===== src/rtl/t02_telemetry_pkg.sv =====
// Shared types and constants for the UART telemetry framer: FSM states,
// frame header bytes, byte positions within the 12-byte frame and the
// payload snapshot layout.
package t02_telemetry_pkg;

    typedef enum logic [1:0] {
        IDLE,
        SNAP,
        SEND,
        HOLD
    } state_t;

    localparam logic [7:0] HDR0      = 8'hA5;
    localparam logic [7:0] HDR1      = 8'h5A;
    localparam int         FRAME_LEN = 12;

    localparam logic [3:0] IDX_HDR0     = 4'd0;
    localparam logic [3:0] IDX_HDR1     = 4'd1;
    localparam logic [3:0] IDX_SEQ      = 4'd2;
    localparam logic [3:0] IDX_ROLL_HI  = 4'd3;
    localparam logic [3:0] IDX_ROLL_LO  = 4'd4;
    localparam logic [3:0] IDX_PITCH_HI = 4'd5;
    localparam logic [3:0] IDX_PITCH_LO = 4'd6;
    localparam logic [3:0] IDX_POS      = 4'd7;
    localparam logic [3:0] IDX_DET      = 4'd8;
    localparam logic [3:0] IDX_DUTY_X   = 4'd9;
    localparam logic [3:0] IDX_DUTY_Y   = 4'd10;
    localparam logic [3:0] IDX_CSUM     = 4'd11;

    // Everything that goes on the wire besides the headers and checksum.
    typedef struct packed {
        logic [7:0]  seq;
        logic [15:0] roll;
        logic [15:0] pitch;
        logic [3:0]  pos_x;
        logic [3:0]  pos_y;
        logic        det;
        logic [7:0]  duty_x;
        logic [7:0]  duty_y;
    } payload_t;

    // XOR of every payload byte (frame bytes 2..10).
    function automatic logic [7:0] frame_checksum(input payload_t p);
        return p.seq ^ p.roll[15:8] ^ p.roll[7:0] ^ p.pitch[15:8] ^ p.pitch[7:0]
             ^ {p.pos_x, p.pos_y} ^ {7'b0, p.det} ^ p.duty_x ^ p.duty_y;
    endfunction

endpackage


===== src/rtl/t02_telemetry_frame.sv =====
// Payload snapshot and frame byte selector. The snapshot is taken once per
// frame so every byte of a frame describes the same instant.
module t02_telemetry_frame
    import t02_telemetry_pkg::*;
(
    input  logic        hz100,
    input  logic        reset,
    input  logic        snap,
    input  logic [7:0]  seq,
    input  logic [15:0] tilt_roll,
    input  logic [15:0] tilt_pitch,
    input  logic        ball_detected,
    input  logic [3:0]  ball_pos_x,
    input  logic [3:0]  ball_pos_y,
    input  logic [7:0]  duty_x,
    input  logic [7:0]  duty_y,
    input  logic [3:0]  byte_idx,
    output logic [7:0]  frame_byte
);

    payload_t snap_q;

    // Capture the live payload on the single SNAP cycle, hold it otherwise.
    always_ff @(posedge hz100) begin
        // NOTE: non-blocking assignments in clocked blocks so every register
        // samples pre-edge values regardless of block evaluation order.
        if (reset) begin
            snap_q <= '0;
        end else if (snap) begin
            snap_q <= '{seq: seq, roll: tilt_roll, pitch: tilt_pitch,
                        pos_x: ball_pos_x, pos_y: ball_pos_y, det: ball_detected,
                        duty_x: duty_x, duty_y: duty_y};
        end
    end

    // Select the frame byte addressed by byte_idx.
    always_comb begin
        // NOTE: default assignment first so no path leaves frame_byte unassigned
        // (which would infer a latch).
        frame_byte = 8'h00;
        case (byte_idx)
            IDX_HDR0:     frame_byte = HDR0;
            IDX_HDR1:     frame_byte = HDR1;
            IDX_SEQ:      frame_byte = snap_q.seq;
            IDX_ROLL_HI:  frame_byte = snap_q.roll[15:8];
            IDX_ROLL_LO:  frame_byte = snap_q.roll[7:0];
            IDX_PITCH_HI: frame_byte = snap_q.pitch[15:8];
            IDX_PITCH_LO: frame_byte = snap_q.pitch[7:0];
            IDX_POS:      frame_byte = {snap_q.pos_x, snap_q.pos_y};
            IDX_DET:      frame_byte = {7'b0, snap_q.det};
            IDX_DUTY_X:   frame_byte = snap_q.duty_x;
            IDX_DUTY_Y:   frame_byte = snap_q.duty_y;
            IDX_CSUM:     frame_byte = frame_checksum(snap_q);
            default:      frame_byte = 8'h00;
        endcase
    end

endmodule


===== src/rtl/t02_uart_telemetry.sv =====
// Telemetry framer: every PERIOD_TICKS clk_en ticks it snapshots the
// balancer state and streams a 12-byte frame over the UART byte interface.
// Purely observational; triggers that arrive mid-frame are counted as dropped.
module t02_uart_telemetry
    import t02_telemetry_pkg::*;
#(
    parameter int PERIOD_TICKS = 50,
    parameter int ACK_TIMEOUT  = 4096
) (
    input  logic        hz100,
    input  logic        reset,
    input  logic        clk_en,
    input  logic        en,
    input  logic [15:0] tilt_roll,
    input  logic [15:0] tilt_pitch,
    input  logic        ball_detected,
    input  logic [3:0]  ball_pos_x,
    input  logic [3:0]  ball_pos_y,
    input  logic [7:0]  duty_x,
    input  logic [7:0]  duty_y,
    input  logic        txready,
    output logic [7:0]  txdata,
    output logic        txclk,
    output logic        busy,
    output logic        frame_err,
    output logic [7:0]  dropped
);

    localparam int TW = (PERIOD_TICKS > 1) ? $clog2(PERIOD_TICKS) : 1;
    localparam int AW = (ACK_TIMEOUT > 1) ? $clog2(ACK_TIMEOUT) : 1;
    localparam logic [TW-1:0] TICK_LAST = TW'(PERIOD_TICKS - 1);
    localparam logic [AW-1:0] ACK_LAST  = AW'(ACK_TIMEOUT - 1);

    state_t        state;
    logic [TW-1:0] tick_cnt;
    logic          trigger;
    logic [3:0]    byte_idx;
    logic [7:0]    seq;
    logic [AW-1:0] to_cnt;
    logic [7:0]    frame_byte;

    // Trigger is combinational so the FSM reacts on the wrapping edge itself.
    assign trigger = clk_en && (tick_cnt == TICK_LAST);

    // Free-running frame period divider; runs regardless of en.
    always_ff @(posedge hz100) begin
        if (reset) begin
            tick_cnt <= '0;
        end else if (clk_en) begin
            tick_cnt <= trigger ? '0 : tick_cnt + 1'b1;
        end
    end

    t02_telemetry_frame u_frame (
        .hz100         (hz100),
        .reset         (reset),
        .snap          (state == SNAP),
        .seq           (seq),
        .tilt_roll     (tilt_roll),
        .tilt_pitch    (tilt_pitch),
        .ball_detected (ball_detected),
        .ball_pos_x    (ball_pos_x),
        .ball_pos_y    (ball_pos_y),
        .duty_x        (duty_x),
        .duty_y        (duty_y),
        .byte_idx      (byte_idx),
        .frame_byte    (frame_byte)
    );

    // Frame FSM with registered handshake outputs and the drop counter.
    always_ff @(posedge hz100) begin
        if (reset) begin
            state     <= IDLE;
            txdata    <= 8'h00;
            txclk     <= 1'b0;
            busy      <= 1'b0;
            frame_err <= 1'b0;
            dropped   <= 8'h00;
            byte_idx  <= 4'd0;
            seq       <= 8'h00;
            to_cnt    <= '0;
        end else begin
            txclk     <= 1'b0;
            frame_err <= 1'b0;

            // Any trigger outside IDLE is lost, including one on the last HOLD cycle.
            if (trigger && state != IDLE && dropped != 8'hFF) begin
                dropped <= dropped + 8'd1;
            end

            case (state)
                IDLE: begin
                    if (trigger && en) begin
                        busy  <= 1'b1;
                        state <= SNAP;
                    end
                end
                SNAP: begin
                    byte_idx <= 4'd0;
                    state    <= SEND;
                end
                SEND: begin
                    if (txready) begin
                        txdata <= frame_byte;
                        txclk  <= 1'b1;
                        to_cnt <= '0;
                        state  <= HOLD;
                    end
                end
                HOLD: begin
                    if (!txready) begin
                        if (byte_idx == IDX_CSUM) begin
                            busy  <= 1'b0;
                            seq   <= seq + 8'd1;
                            state <= IDLE;
                        end else begin
                            byte_idx <= byte_idx + 4'd1;
                            state    <= SEND;
                        end
                    end else if (to_cnt == ACK_LAST) begin
                        // UART never took the byte: abort, but still burn a
                        // sequence number so the host sees the gap.
                        frame_err <= 1'b1;
                        busy      <= 1'b0;
                        seq       <= seq + 8'd1;
                        state     <= IDLE;
                    end else begin
                        to_cnt <= to_cnt + 1'b1;
                    end
                end
                default: state <= IDLE;
            endcase
        end
    end

endmodule


===== config.mk =====
export PLATFORM = sky130hd
export DESIGN_NAME = t02_uart_telemetry
export DESIGN_NICKNAME = d
export VERILOG_FILES = /design/src/rtl/t02_telemetry_pkg.sv /design/src/rtl/t02_telemetry_frame.sv /design/src/rtl/t02_uart_telemetry.sv
export SDC_FILE = /design/constraint.sdc
export NUM_CORES = 1
export LEC_CHECK = 0
export ABC_AREA = 1
export CORE_MARGIN = 8
export CORE_UTILIZATION = 30
export DETAILED_ROUTE_END_ITERATION = 12
export HOLD_SLACK_MARGIN = 0.05
export PLACE_DENSITY = 0.55
export SYNTH_ARGS = -nofsm -noshare
export SYNTH_HDL_FRONTEND = slang
export SYNTH_SLANG_ARGS = --single-unit

===== constraint.sdc =====
create_clock -name hz100 -period 2.01 [get_ports hz100]
set_input_delay 0.402 -clock hz100 [delete_from_list [all_inputs] [get_ports hz100]]
set_output_delay 0.402 -clock hz100 [all_outputs]
set_load 0.02 [all_outputs]

# Word level (Yosys, flattened, before mapping)
# Index checks and enable logic that the tools add are counted.
classes:
  add_sub_neg: 5
  n_eq_ne: 26
  muxes: 25
  bitwise: 11
  n_reduce_logical: 19
ops:
  columns: ["op", "count"]
  rows:
  - ["case mux 8 bit (12 select lines)", 1]
  - ["bitwise XOR 8 bit", 7]
  - ["2-to-1 mux 12 bit", 3]
  - ["2-to-1 mux 8 bit", 3]
  - ["case mux 12 bit (2 select lines)", 1]
  - ["adder 8 x 1 -> 8 bit, second input constant", 2]
  - ["== test 4 x 3 -> 1 bit, second input constant", 4]
  - ["== test 4 bit, second input constant", 4]
  - ["adder 12 x 1 -> 12 bit, second input constant", 1]
  - ["== test 12 bit, second input constant", 1]
  - ["inequality test 2 bit, second input constant", 6]
  - ["2-to-1 mux 2 bit", 5]
  - ["nonzero test 2 bit", 5]
  - ["AND reduction 3 bit", 3]
  - ["== test 4 x 2 -> 1 bit, second input constant", 2]
  - ["2-to-1 mux 4 bit", 2]
  - ["inequality test 8 bit, second input constant", 1]
  - ["case mux 2 bit (4 select lines)", 1]
  - ["case mux 4 bit (2 select lines)", 1]
  - ["AND reduction 4 bit", 2]
  - ["bitwise XOR 8 x 1 -> 8 bit", 1]
  - ["adder 6 x 1 -> 6 bit, second input constant", 1]
  - ["== test 6 bit, second input constant", 1]
  - ["2-to-1 mux 1 bit", 6]
  - ["15 further kinds", 22]
word_totals:
  reg_bits: 116
  input_bits: 62
  output_inout_bits: 19

# Logic depth before layout (Yosys ltp)
logic_depth:
  ltp_word: 9
  ltp_mapped: 12
  mapped_depth_nobuf: 12

# Cells and area by module
# A second synthesis with hierarchy kept.
unflattened:
  hier_cells: 957
  hier_area_um2: 6257.3
by_module_without_submodules:
  columns: ["module", "n_inst", "cells_per_inst", "area_each_um2", "seq_area_each_um2"]
  rows:
  - ["t02_telemetry_frame", 1, 606, 3718.6, 1301.2]
  - ["t02_uart_telemetry", 1, 351, 2538.7, 1021.0]

# Least setup slack after synthesis
# No wires, ideal clock.
synth_timing:
  path_kind: "register to register"
  startpoint: "reg to_cnt[0]"
  endpoint: "reg to_cnt[2]"
  setup_time_ns: 0.116
  t_arrival_ns: 1.435
  t_required_ns: 1.894
  path_slack_ns: 0.459
  path_stages_with_launch: 10
  n_path_buf: 1
  synth_period_minus_slack_ns: 1.551
  path_cell_list: "dfxtp_1 -> ha_1 -> inv_1 -> nor2_2 -> nand3_2 -> nand2_2 -> nand2_4 -> buf_2 -> a21oi_1 -> nor2_1"
synth_between:
  elab_chain_cells: 4
  word_cells_on_any_way: 7
  classes_between: "1 x add/sub; 2 x eq/ne; 3 x mux; 1 x reduce/logical"
synth_rtl:
  columns: ["item", "line", "text"]
  rows:
  - ["from (decl)", "t02_uart_telemetry.sv:39", "logic [AW-1:0] to_cnt;"]
  - ["from (signal assigned)", "t02_uart_telemetry.sv:128", "to_cnt <= to_cnt + 1'b1;"]
  - ["adder 12 x 1 -> 12 bit", "t02_uart_telemetry.sv:128", null]
  - ["2-to-1 mux 12 bit", "t02_uart_telemetry.sv:120", "end else if (to_cnt == ACK_LAST) begin"]
  - ["2-to-1 mux 12 bit", "t02_uart_telemetry.sv:111", "if (!txready) begin"]
  - ["case mux 12 bit (2 select lines)", "t02_uart_telemetry.sv:91", "case (state)"]
# Several ways; a longest one is shown, not always the timed one. The select of a mux whose other input is x is not followed.
# A chain may end at the register's enable or synchronous reset.

# Final worst setup path
layout_timing:
  startpoint: "reg dropped[2]"
  endpoint: "out dropped[2]"
layout_rtl:
  columns: ["item", "line", "text"]
  rows:
  - ["from (decl)", "t02_uart_telemetry.sv:26", "output logic [7:0] dropped"]
  - ["from (signal assigned)", "t02_uart_telemetry.sv:88", "dropped <= dropped + 8'd1;"]
# No word-level cell between the ends.

==> impl_metrics.env <==
export IMPL_path_buf_inv=1
export IMPL_dr_pass1_iters=5
export IMPL_via_per_inst=4.59
export IMPL_insertion_delay_ns=0.42
export IMPL_fin_skew_ns=0.00580
export IMPL_path_clk_slew_ns=0.05
export IMPL_synth_fa_ha_area_frac=0.0184
export IMPL_power_internal_uw=4650
export IMPL_irDropWorstVdd_mv=0.575
export IMPL_regArea_sq_mm=0.00232
export IMPL_multi_input_area_sq_mm=0.00329
export IMPL_fin_crit_ns=1.92
export IMPL_grt_max_degree=51
export IMPL_cp_start_kind="flip-flop"
export IMPL_cts_root_buf="clkbuf_16"
export IMPL_synth_edf_count=0
export IMPL_htreeDepth=4
export IMPL_synth_compound_area_frac=0.145
export IMPL_synthTopCellsByCount="nand2_1 (268), nor2_1 (122), dfxtp_1 (116), inv_1 (91), o21ai_0 (78)"
export IMPL_port_buffers=80
export IMPL_drc_errors=0
export IMPL_grt_pass1_wl_um=29100
export IMPL_synth_xor_area_share=0.0357
export IMPL_synth_cell_types=43
export IMPL_fmax_mhz=522
export IMPL_synth_top_family_by_area="simple AND/OR/NAND/NOR gates"
export IMPL_nets=1093
export IMPL_numCtsBuffers=17
export IMPL_met3_usage=0.0416
export IMPL_maxCapViolCount=0
export IMPL_ant_nets=0
export IMPL_clkPwrFrac=0.568
export IMPL_first_iter_violations=292
export IMPL_core_area_sq_mm=0.0202
export IMPL_met2_usage=0.227
export IMPL_crit_chain="clkdlybuf4s50_1"
export IMPL_critical_path_max_stage_delay_ns=0.66
export IMPL_die_y_um=159
export IMPL_worst_path_max_delay_cell="clkdlybuf4s50_1"
export IMPL_die_area_sq_mm=0.0253
export IMPL_cellPowerDensity_mw_per_mm2=734
export IMPL_worstSetupPathType="flip-flop to output port"
export IMPL_fp_row_count=52
export IMPL_overflow=0
export IMPL_clock_sinks=116
export IMPL_clk_path_buf_depth=2
export IMPL_tightest_slew_ns=0.739
export IMPL_ys_top_cells_by_area="dfxtp_1 (38%), nand2_1 (16%), nor2_1 (7.5%)"
export IMPL_hpwlAfterDp_um=12800
export IMPL_routed_wl_um=17700
export IMPL_p_sw_uw=1180
export IMPL_rsz0062_at_grt="false"
export IMPL_ys_flop_type="dfxtp_1"
export IMPL_grt_pass1_vias=5703
export IMPL_seqPwrFrac=0.395
export IMPL_syn_mean_instance_area_sq_um=6.56
export IMPL_drive_above_1_share=0.0860
export IMPL_setup_viol=0
export IMPL_drv_slew=0
export IMPL_post_cts_setup_buffer_count=0
export IMPL_yosysMostFrequentCell="nand2_1"
export IMPL_diodes=0
export IMPL_track_usage=0.142
export IMPL_routabilityCongestion=0.813
export IMPL_synth_mux_area_frac=0
export IMPL_end_kind="output port"
export IMPL_ys_warn_count=0
export IMPL_use_met1=0.182
export IMPL_hold_viol=0
export IMPL_cts_resized=0
export IMPL_ys_seq_area_frac=0.379
export IMPL_netSwitchingFraction=0.203
export IMPL_fill_cells=2140
export IMPL_start_util=0.304
export IMPL_antenna_found_initial=0
export IMPL_yosysTopAreaCell="dfxtp_1"
export IMPL_p_leak_uw=0.00330
export IMPL_ys_ff_latch=116
export IMPL_io_pins=81
export IMPL_areaGrowthSynthToFinish_pct=29.7
export IMPL_busiest_layer="met2"
export IMPL_cts_hold_buffers=0
export IMPL_cp_data_arrival_time_ns=1.51
export IMPL_cp_max_fo=6
export IMPL_combPwrFrac=0.037
export IMPL_cts_tree="built"
export IMPL_routedWlPerCell_um=13.5
export IMPL_syn_nets=1006
export IMPL_hold_ws_ns=0.457
export IMPL_netlist_instances=935
export IMPL_synthSimpleGateAreaFrac=0.338
export IMPL_max_slew_margin_rel=0.506
export IMPL_crit_family="buffers and inverters"
export IMPL_outcome="finished clean"
export IMPL_syn_area_sq_mm=0.00613
export IMPL_power_uw=5840
export IMPL_die_w_um=159
export IMPL_fin_crit_sh=0.953
export IMPL_synth_top_area_frac=0.379
export IMPL_hp_class="flip-flop to flip-flop"
export IMPL_critPathRequiredTime_ns=1.61
export IMPL_vias=5993
export IMPL_async_flop_share=0
[state kept, by name (all words and copies together), names as in the netlist]
| signal | cells |
|---|---|
| seq | 8 |
| txdata | 8 |
| u_frame.snap_q | 65 |
| tick_cnt | 6 |
| byte_idx | 4 |
| frame_err | 1 |
| state | 2 |
| to_cnt | 12 |
| dropped | 8 |
| txclk | 1 |
| busy | 1 |
[per-stage QoR]
stage                     setup WS (ns)  cells  instance area [sq um]   util  TNS, ns
after global routing             0.0194   1305                   7950  0.394        0
after CTS                        0.0628   1305                   7950  0.394        0
after floorplan                   0.459    935                   6130      -        0
after detailed placement        0.00498   1273                   7300  0.362        0
after global placement          -0.0184   1273                   7300  0.362  -0.0184
final                            0.0937   1305                   7950  0.394        0
[path summary, 6_finish.rpt]
path | from | cells after the start | slack (ns) | to
setup reg to reg | byte_idx[1] | 12 | 0.28 | txdata[4]
setup / recovery | dropped[2] | 1 | 0.09 | dropped[2]
hold reg to reg | txdata[2] | 2 | 0.46 | txdata[2]
hold / removal | txdata[2] | 2 | 0.46 | txdata[2]
[metal layers]
| layer | routed length [um] | vias to the layer above |
|---|---|---|
| li1 | - | 3175 |
| met1 | 8630 | 2716 |
| met2 | 8020 | 85 |
| met3 | 801 | 17 |
| met4 | 201 | 0 |
| met5 | 0 | - |
[layout make-up]
cell class                      instances  share of cell area
Tap cell                              270              0.0425
Clock buffer                           18              0.0552
Sequential cell                       116               0.292
Clock inverter                         14              0.0263
Multi-Input combinational cell        688               0.414
Inverter                              102              0.0485
Timing Repair Buffer                   97               0.121
[power groups by stage]
stage / Combinational (uW) / Clock [uW] / Sequential, uW
after floorplan: 59.7 / 0 / 2360
after global placement: 215 / 0 / 2360
after detailed placement: 213 / 0 / 2360
after CTS: 216 / 3380 / 2310
after global routing: 233 / 3500 / 2310
final: 214 / 3320 / 2310
[logic make-up after synthesis]
| kind of cell | Yosys count |
|---|---|
| and+or+nand+nor | 490 |
| AOI/OAI and AO/OA | 164 |
| buffers and inverters | 131 |
| DFF | 116 |
| xor gates and xnor gates | 25 |
| adders and majority gates | 9 |
[placed cells by master, fill, tap and decap left out, types with 14 or more instances in the layout]
| master | n |
|---|---|
| a21oi_1 | 58 |
| buf_4 | 14 |
| clkbuf_16 | 17 |
| clkdlybuf4s50_1 | 80 |
| dfxtp_1 | 116 |
| inv_1 | 91 |
| nand2_1 | 268 |
| nand3_1 | 47 |
| nor2_1 | 122 |
| o21ai_0 | 78 |
| xnor2_1 | 15 |
Power figures use the tool's default switching activity.
